<file path="config.mk">
export PLATFORM = sky130hd
export DESIGN_NAME = clk_div_sched
export DESIGN_NICKNAME = d
export VERILOG_FILES = /design/src/rtl/clk_div_sched.sv
export SDC_FILE = /design/constraint.sdc
export NUM_CORES = 1
export LEC_CHECK = 0
export BUFFER_PORTS_ARGS = -buffer_cell sky130_fd_sc_hd__buf_4
export CORE_AREA = 2 2 146 148
export DETAILED_ROUTE_END_ITERATION = 8
export DIE_AREA = 0 0 148 150
export GPL_TIMING_DRIVEN = 0
export PLACE_DENSITY = 0.51
export REMOVE_ABC_BUFFERS = 1
export SYNTH_ARGS = -nofsm -noshare
export SYNTH_HDL_FRONTEND = slang
export SYNTH_SLANG_ARGS = --single-unit
</file>
<file path="constraint.sdc">
create_clock -name clk -period 6.3 [get_ports clk]
set_input_delay 0.945 -clock clk [delete_from_list [all_inputs] [get_ports clk]]
set_output_delay 0.945 -clock clk [all_outputs]
set_load 0.02 [all_outputs]
</file>
<file path="src/rtl/clk_div_sched.sv">
// clk_div_sched: run-time controller for a divided clock output.
// Owns the half-period ratio, takes new ratios over a valid/ready handshake,
// and only changes ratio or stops on full-period (falling) boundaries so the
// divided output never produces a runt pulse.
//
// Ports:
//   clk          system clock, rising edge
//   rst_n        asynchronous active-low reset
//   en           run request (sampled at falling boundaries while running)
//   cfg_valid    new half-period offered
//   cfg_half     offered half-period in clk cycles (0 is rejected)
//   cfg_ready    ratio can be accepted this cycle
//   cfg_err      one-cycle pulse after a zero half-period was accepted
//   div_out      divided clock, period 2*half_active, 50% duty
//   tick         one-cycle pulse in the first high cycle of div_out
//   busy         controller is not idle
//   half_active  half-period currently in use
module clk_div_sched #(
  parameter int unsigned CNT_W        = 32,
  parameter int unsigned DEFAULT_HALF = 4
) (
  input  logic             clk,
  input  logic             rst_n,
  input  logic             en,
  input  logic             cfg_valid,
  input  logic [CNT_W-1:0] cfg_half,
  output logic             cfg_ready,
  output logic             cfg_err,
  output logic             div_out,
  output logic             tick,
  output logic             busy,
  output logic [CNT_W-1:0] half_active
);

  typedef enum logic [1:0] {
    IDLE = 2'd0,
    RUN  = 2'd1,
    PEND = 2'd2
  } state_e;

  state_e           state_q, state_d;
  logic [CNT_W-1:0] cnt_q, cnt_d;
  logic [CNT_W-1:0] pend_q, pend_d;
  logic [CNT_W-1:0] half_q, half_d;
  logic             div_q, div_d;
  logic             tick_q, tick_d;
  logic             err_q, err_d;
  logic             ready_q, ready_d;
  logic             busy_q, busy_d;

  logic accept;
  logic legal;
  logic boundary;
  logic fall;

  assign accept   = cfg_valid & ready_q;
  assign legal    = accept & (cfg_half != '0);
  assign boundary = (cnt_q == (half_q - CNT_W'(1)));
  assign fall     = boundary & div_q;

  // State register and all registered outputs.
  always_ff @(posedge clk or negedge rst_n) begin
    if (!rst_n) begin
      state_q <= IDLE;
      cnt_q   <= '0;
      pend_q  <= '0;
      half_q  <= CNT_W'(DEFAULT_HALF);
      div_q   <= 1'b0;
      tick_q  <= 1'b0;
      err_q   <= 1'b0;
      ready_q <= 1'b1;
      busy_q  <= 1'b0;
    end else begin
      state_q <= state_d;
      cnt_q   <= cnt_d;
      pend_q  <= pend_d;
      half_q  <= half_d;
      div_q   <= div_d;
      tick_q  <= tick_d;
      err_q   <= err_d;
      ready_q <= ready_d;
      busy_q  <= busy_d;
    end
  end

  // Next-state, counter, ratio and output logic.
  always_comb begin
    state_d = state_q;
    cnt_d   = cnt_q;
    pend_d  = pend_q;
    half_d  = half_q;
    div_d   = div_q;
    tick_d  = 1'b0;
    err_d   = accept & ~legal;

    unique case (state_q)
      IDLE: begin
        cnt_d = '0;
        div_d = 1'b0;
        // A ratio accepted alongside the start governs the first period.
        if (legal) half_d = cfg_half;
        if (en) state_d = RUN;
      end

      RUN, PEND: begin
        if (boundary) begin
          cnt_d  = '0;
          div_d  = ~div_q;
          tick_d = ~div_q;
        end else begin
          cnt_d = cnt_q + CNT_W'(1);
        end

        // New ratio is parked; never applied at the accept edge itself.
        if (state_q == RUN && legal) begin
          pend_d  = cfg_half;
          state_d = PEND;
        end

        if (fall) begin
          if (state_q == PEND) begin
            half_d  = pend_q;
            state_d = RUN;
          end
          if (!en) begin
            // Stopping on the same edge a ratio is accepted: keep the ratio
            // for the next start rather than dropping it.
            if (state_q == RUN && legal) half_d = cfg_half;
            div_d   = 1'b0;
            state_d = IDLE;
          end
        end
      end

      default: begin
        state_d = IDLE;
      end
    endcase
  end

  assign ready_d = (state_d != PEND);
  assign busy_d  = (state_d != IDLE);

  assign cfg_ready   = ready_q;
  assign cfg_err     = err_q;
  assign div_out     = div_q;
  assign tick        = tick_q;
  assign busy        = busy_q;
  assign half_active = half_q;

endmodule

</file>
* Yosys cells after proc, flatten, opt, wreduce, memory -nomap -nowiden *
Cells that the tools add are included.

storage, ports and cells
  ROM bits = 0
  register bits after elaboration = 103
  memory bits (writable) = 0
  latch bits = 0
  output and inout port bits = 37
  input port bits = 36
  memories kept = 0
  word-level logic and storage cells = 51

operators by class
  divide/modulo/power cells = 0
  multiply operators = 0
  reduce and logical (&&, ||, !) cells = 8
  muxes and demuxes = 20
  equal/unequal tests = 6
  add/sub/neg operators = 2
  magnitude comparators = 0
  bitwise operators = 6
  shift operators = 0

operators by type and width
  operator                 number
  $mux W32                 6
  $pmux W32 S2             2
  $add A32 B1 Y32 const B  1
  $eq A32 B32 Y1           1
  $reduce_bool A32 Y1      1
  $sub A32 B1 Y32 const B  1
  $mux W2                  5
  $ne A2 B2 Y1 const B     3
  $mux W1                  5
  $and A1 B1 Y1            4
  $pmux W2 S2              1
  $reduce_bool A2 Y1       2
  $reduce_and A3 Y1        1
  $eq A2 B1 Y1 const B     1
  $eq A2 B2 Y1 const B     1
  $logic_not A2 Y1         1
  $not A1 Y1               2
  $pmux W1 S2              1
  $reduce_and A2 Y1        1
  $reduce_or A2 Y1         1
  $logic_and A1 B1 Y1      1

* Depth between registers and ports, before layout *
  depth in word-level cells = 9
  mapped depth = 17
  gate-level depth less buffers = 16

* Worst setup path before layout *
OpenSTA, ideal clock, no wires.

  kind = register to register
  start = register half_q[0], in the netlist half_active[0]
  end = register half_q[3], in the netlist half_active[3]
  arrival = 3.931 ns
  cell stages (with the launch flop) = 17
  path slack = 2.292 ns
  data required time = 6.223 ns
  buffers on the path = 1
  setup time = 0.077 ns
  clock period less this slack = 4.008 ns
  path through = dfrtp_1 > inv_1 > ha_1 > or3b_4 > or4_1 > xnor2_1 > nand3_1 > nor4_2 > nand3_2 > and2b_1 > ha_1 > o21ai_0 > a21oi_1 > a21boi_1 > clkbuf_1 > nor2_1 > a21oi_1

on the way
  cells in the longest elaborated chain, start to end = 5

ends and longest elaborated chain
  item                                line  text
  start: declaration                  44    logic [CNT_W-1:0] half_q, half_d;
  start signal: assignment            67    half_q <= CNT_W'(DEFAULT_HALF);
  start signal: assignment            77    half_q <= half_d;
  $sub A32 B1 Y32                     58    assign boundary = (cnt_q == (half_q - CNT_W'(1)));
  $eq A32 B32 Y1                      58
  $and A1 B1 Y1                       59    assign fall = boundary & div_q;
  $ne A2 B2 Y1 (no source line)       --
  $reduce_and A3 Y1 (no source line)  --

No other way between the ends.
A chain may end at the register's enable or synchronous reset.

* Worst setup path in the final report *
  start = register half_q[0], in the netlist half_active[0]
  end = register half_q[14], in the netlist half_active[14]

Same word-level chain as after synthesis.

==> metrics.log <==
INFO  metric slew-limit-headroom = 0.163
INFO  metric remaining_routing_drc_violations = 0
INFO  metric vdd.ir_drop.worst = about 240 uV
INFO  metric final_hold_viol_count = 0
INFO  metric yosysUniqueCellTypes = just over 60
INFO  metric crit_fanout = 33
INFO  metric worstHoldPathType = input pin to asynchronous set/reset pin
INFO  metric setup_slack = 866 ps
INFO  metric wire_per_inst = 17.2 um
INFO  metric post_syn_area = roughly 0.006 mm^2
INFO  metric timing_max_transition_violations_final = 0
INFO  metric post_cts.repair.setup_buffers = 0
INFO  metric dp_slack = 919 ps
INFO  metric starting_density = 0.294
INFO  metric viasPerCell = approximately 5.2
INFO  metric placement_rows = 53
INFO  metric fp.coreArea = 0.0207 mm^2
INFO  metric yosys_register_bits = 103
INFO  metric detailed_place_hpwl = 12.1 mm
INFO  metric grt_antenna_before_repair = 0
INFO  metric timing.final.setup_violations = 0
INFO  metric fmax = about 180 MHz
INFO  metric htree_levels = 3
INFO  metric finalWirelength = between 15 and 20 mm
INFO  metric cts_num_sinks = between 100 and 150
INFO  metric worstSetupStartpointType = flop
INFO  metric chipHeight = approximately 150 um
INFO  metric report.power.total = around 3300 uW
INFO  metric worst_path_max_delay_cell = sky130_fd_sc_hd__a21boi_4
INFO  metric grt_overflow_total = 0
INFO  metric ctsHoldBuffers = 0
INFO  metric boundaryPins = 73
INFO  metric crit_required = 6580 ps
INFO  metric post_route_cells_drive_above_1_share = 0.207
INFO  metric path_cells = inv_1, ha_1, nor3b_1, nand3_1, or4_1, nor3_1, a31oi_1, nor4_2, nand3_2, and2b_1, ha_1, o21ai_0, a21oi_4, a21boi_4, nor2_1, a21oi_1
INFO  metric synth_top_cells_by_area = sky130_fd_sc_hd__dfrtp_1 41%, sky130_fd_sc_hd__mux2_2 5.9%, sky130_fd_sc_hd__a21oi_1 4.3%, sky130_fd_sc_hd__nor2_1 4.1%, sky130_fd_sc_hd__o22ai_1 4.0%
INFO  metric synth_top_area_cell = sky130_fd_sc_hd__dfrtp_1
INFO  metric placed_cells_incl_taps = a little under 1000
INFO  metric nFillCells = about 2200
INFO  metric insertedDiodeCount = 0
INFO  metric leakage = 0.00270 uW
INFO  metric critPathTopFamily = simple AND/OR/NAND/NOR gates
INFO  metric synth.yosys.seq_area_share = 0.424
INFO  metric routed-via-count = ~5200
INFO  metric cts_inserted_buffers = 9
INFO  metric finalCriticalPeriod = 5430 ps
INFO  metric hold_ws = about 460 ps
INFO  metric ant_nets = 0
INFO  metric finalCritPeriodShare = 0.863
INFO  metric max_slew.worst_pin.slew = 1250 ps
INFO  metric maxCapViolations = 0
INFO  metric drt_pass1_iterations = 5
INFO  metric worst_path_max_stage_delay = 900 ps
INFO  metric syn_area_per_cell = 9.06 um^2
INFO  metric instances_no_fill = 1000
INFO  metric power.density_cell_area = between 400 and 500 mW/mm^2
INFO  metric share_of_flip_flops_with_an_asynchronous_set_or_reset_after_synthesis = 1.00
INFO  metric finalClockSkew = just under 9 ps
INFO  metric top_signal_layer_used = met4
INFO  metric post-synth-top-area-fraction = 0.415
INFO  metric first_iter_violations = around 300
INFO  metric tritoncts_clock_tree = yes
INFO  metric timing.critical_path.buf_inv = 1
INFO  metric clock_tree.root_cell = sky130_fd_sc_hd__clkbuf_16
INFO  metric yosys.cell_count.top_type = sky130_fd_sc_hd__dfrtp_1
INFO  metric m1WireLength = 8.44 mm
INFO  metric max-clock-path-buffers = 2
INFO  metric io_buffers = 72
INFO  metric grtUsageTotal = 0.158
INFO  metric postCtsResizedCells = 0
INFO  metric critical-path-top-cell-by-count = sky130_fd_sc_hd__ha_1
INFO  metric timing_worst_setup_path_type = flop to flop
INFO  metric fin_nets = roughly 760
INFO  metric gp_congestion = roughly 0.81
INFO  metric number_of_enable_type_register_cells_in_the_synthesized_netlist = 0
INFO  metric die-width = approximately 150 um
INFO  metric critical_path.endpoint_type = flop
INFO  metric outcome = completed
INFO  metric arrival = approximately 5700 ps
INFO  metric grt_setup_unrepaired = no
INFO  metric ys_dominant_reg_cell = sky130_fd_sc_hd__dfrtp_1
INFO  metric worst_setup_hold_path_clk_slew = 80 ps
INFO  metric flow.area_growth_from_synthesis = 18.5%
INFO  metric grt_pass1_wl = approximately 28 mm
INFO  metric die_area = 0.0222 mm^2
INFO  metric via_count_of_the_first_global_routing_pass = roughly 4800
INFO  metric grt_max_degree = 104
INFO  metric met2_wirelength = about 8.1 mm
INFO  metric post_synthesis_cell_count = 672
INFO  metric clock_latency = 360 ps
INFO  metric synth_top_cells_by_count = 101 x sky130_fd_sc_hd__dfrtp_1, 67 x sky130_fd_sc_hd__nor2_1, 56 x sky130_fd_sc_hd__nand2_1
INFO  metric met3_wirelength = between 500 and 600 um
INFO  metric ys.warnings.count = 0
cell type report:
| cell class | count | area, um^2 | share of cell area |
|---|---|---|---|
| clock buffer | 10 | 229 | 0.0317 |
| clock inverter | 6 | 77.6 | 0.0107 |
| inverter | 23 | 86.3 | 0.0120 |
| multi-input combinational | 509 | 3300 | 0.458 |
| sequential | 103 | 2580 | 0.357 |
| tap | 275 | 344 | 0.0477 |
| timing repair buffer | 74 | 599 | 0.0830 |
kinds of logic after synthesis:
group / count (synthesis) / share of synthesized area
and+or+nand+nor: 269 / 0.231
AOI/OAI and AO/OA: 152 / 0.159
buffers and inverters: 60 / 0.0411
adders and majority gates: 8 / 0.0164
DFF: 103 / 0.424
muxes: 37 / 0.0674
xor gates and xnor gates: 43 / 0.0618
metal layers:
layer  up-vias  global-route usage
li1       2556                   -
met1      2560               0.226
met2       105               0.250
met3        14              0.0238
met4         0              0.0433
met5         -                   0
stage by stage:
step	cell area, um^2	utilization	TNS, ps
floorplan	5930	-	0
global placement	6810	0.329	-51080
detailed placement	6870	0.332	0
CTS	7180	0.347	0
global route	7220	0.349	0
finish	7220	0.349	0
power breakdown:
part / internal [uW] / switching [uW] / leakage [uW] / total, uW
sequential: 893 / 323 / 0.00126 / 1220
combinational: 601 / 838 / 0.00129 / 1440
clock: 316 / 282 / 0.000147 / 598
sequential cells by signal, indices dropped and copies added, names as in the netlist, 2 cells and up:
name and count:
cnt_q 32, half_active 32, pend_q 32, state_q 2
placed cells by master (no fill, tap or decap), types with 5 or more instances in the layout:
| master | n |
|---|---|
| sky130_fd_sc_hd__nand3b_1 | 8 |
| sky130_fd_sc_hd__o22ai_1 | 39 |
| sky130_fd_sc_hd__or3_1 | 13 |
| sky130_fd_sc_hd__nand3_1 | 33 |
| sky130_fd_sc_hd__nor3_1 | 21 |
| sky130_fd_sc_hd__inv_1 | 23 |
| sky130_fd_sc_hd__mux2_2 | 32 |
| sky130_fd_sc_hd__o21ai_1 | 18 |
| sky130_fd_sc_hd__and3_1 | 5 |
| sky130_fd_sc_hd__dfrtp_1 | 101 |
| sky130_fd_sc_hd__nand2_1 | 56 |
| sky130_fd_sc_hd__nand4_1 | 12 |
| sky130_fd_sc_hd__o21ai_0 | 11 |
| sky130_fd_sc_hd__ha_1 | 7 |
| sky130_fd_sc_hd__buf_4 | 71 |
| sky130_fd_sc_hd__xnor2_1 | 27 |
| sky130_fd_sc_hd__nor4_1 | 17 |
| sky130_fd_sc_hd__a21oi_1 | 51 |
| sky130_fd_sc_hd__xor2_1 | 16 |
| sky130_fd_sc_hd__nor2_1 | 66 |
| sky130_fd_sc_hd__clkbuf_16 | 9 |
| sky130_fd_sc_hd__or2_2 | 6 |
| sky130_fd_sc_hd__or4_1 | 6 |
| sky130_fd_sc_hd__mux2i_1 | 5 |
worst paths after layout:
path	slack (ps)	cells past startpoint	startpoint	to
max	870	16	half_active[0]	half_active[14]
min	460	1	rst_n	cnt_q[0]
min reg2reg	510	1	pend_q[29]	pend_q[29]
max reg2reg	870	16	half_active[0]	half_active[14]
max in group asynchronous	5120	2	rst_n	cfg_ready
min in group clk	510	1	pend_q[29]	pend_q[29]
Note: power is estimated with default switching activity, not from simulation.
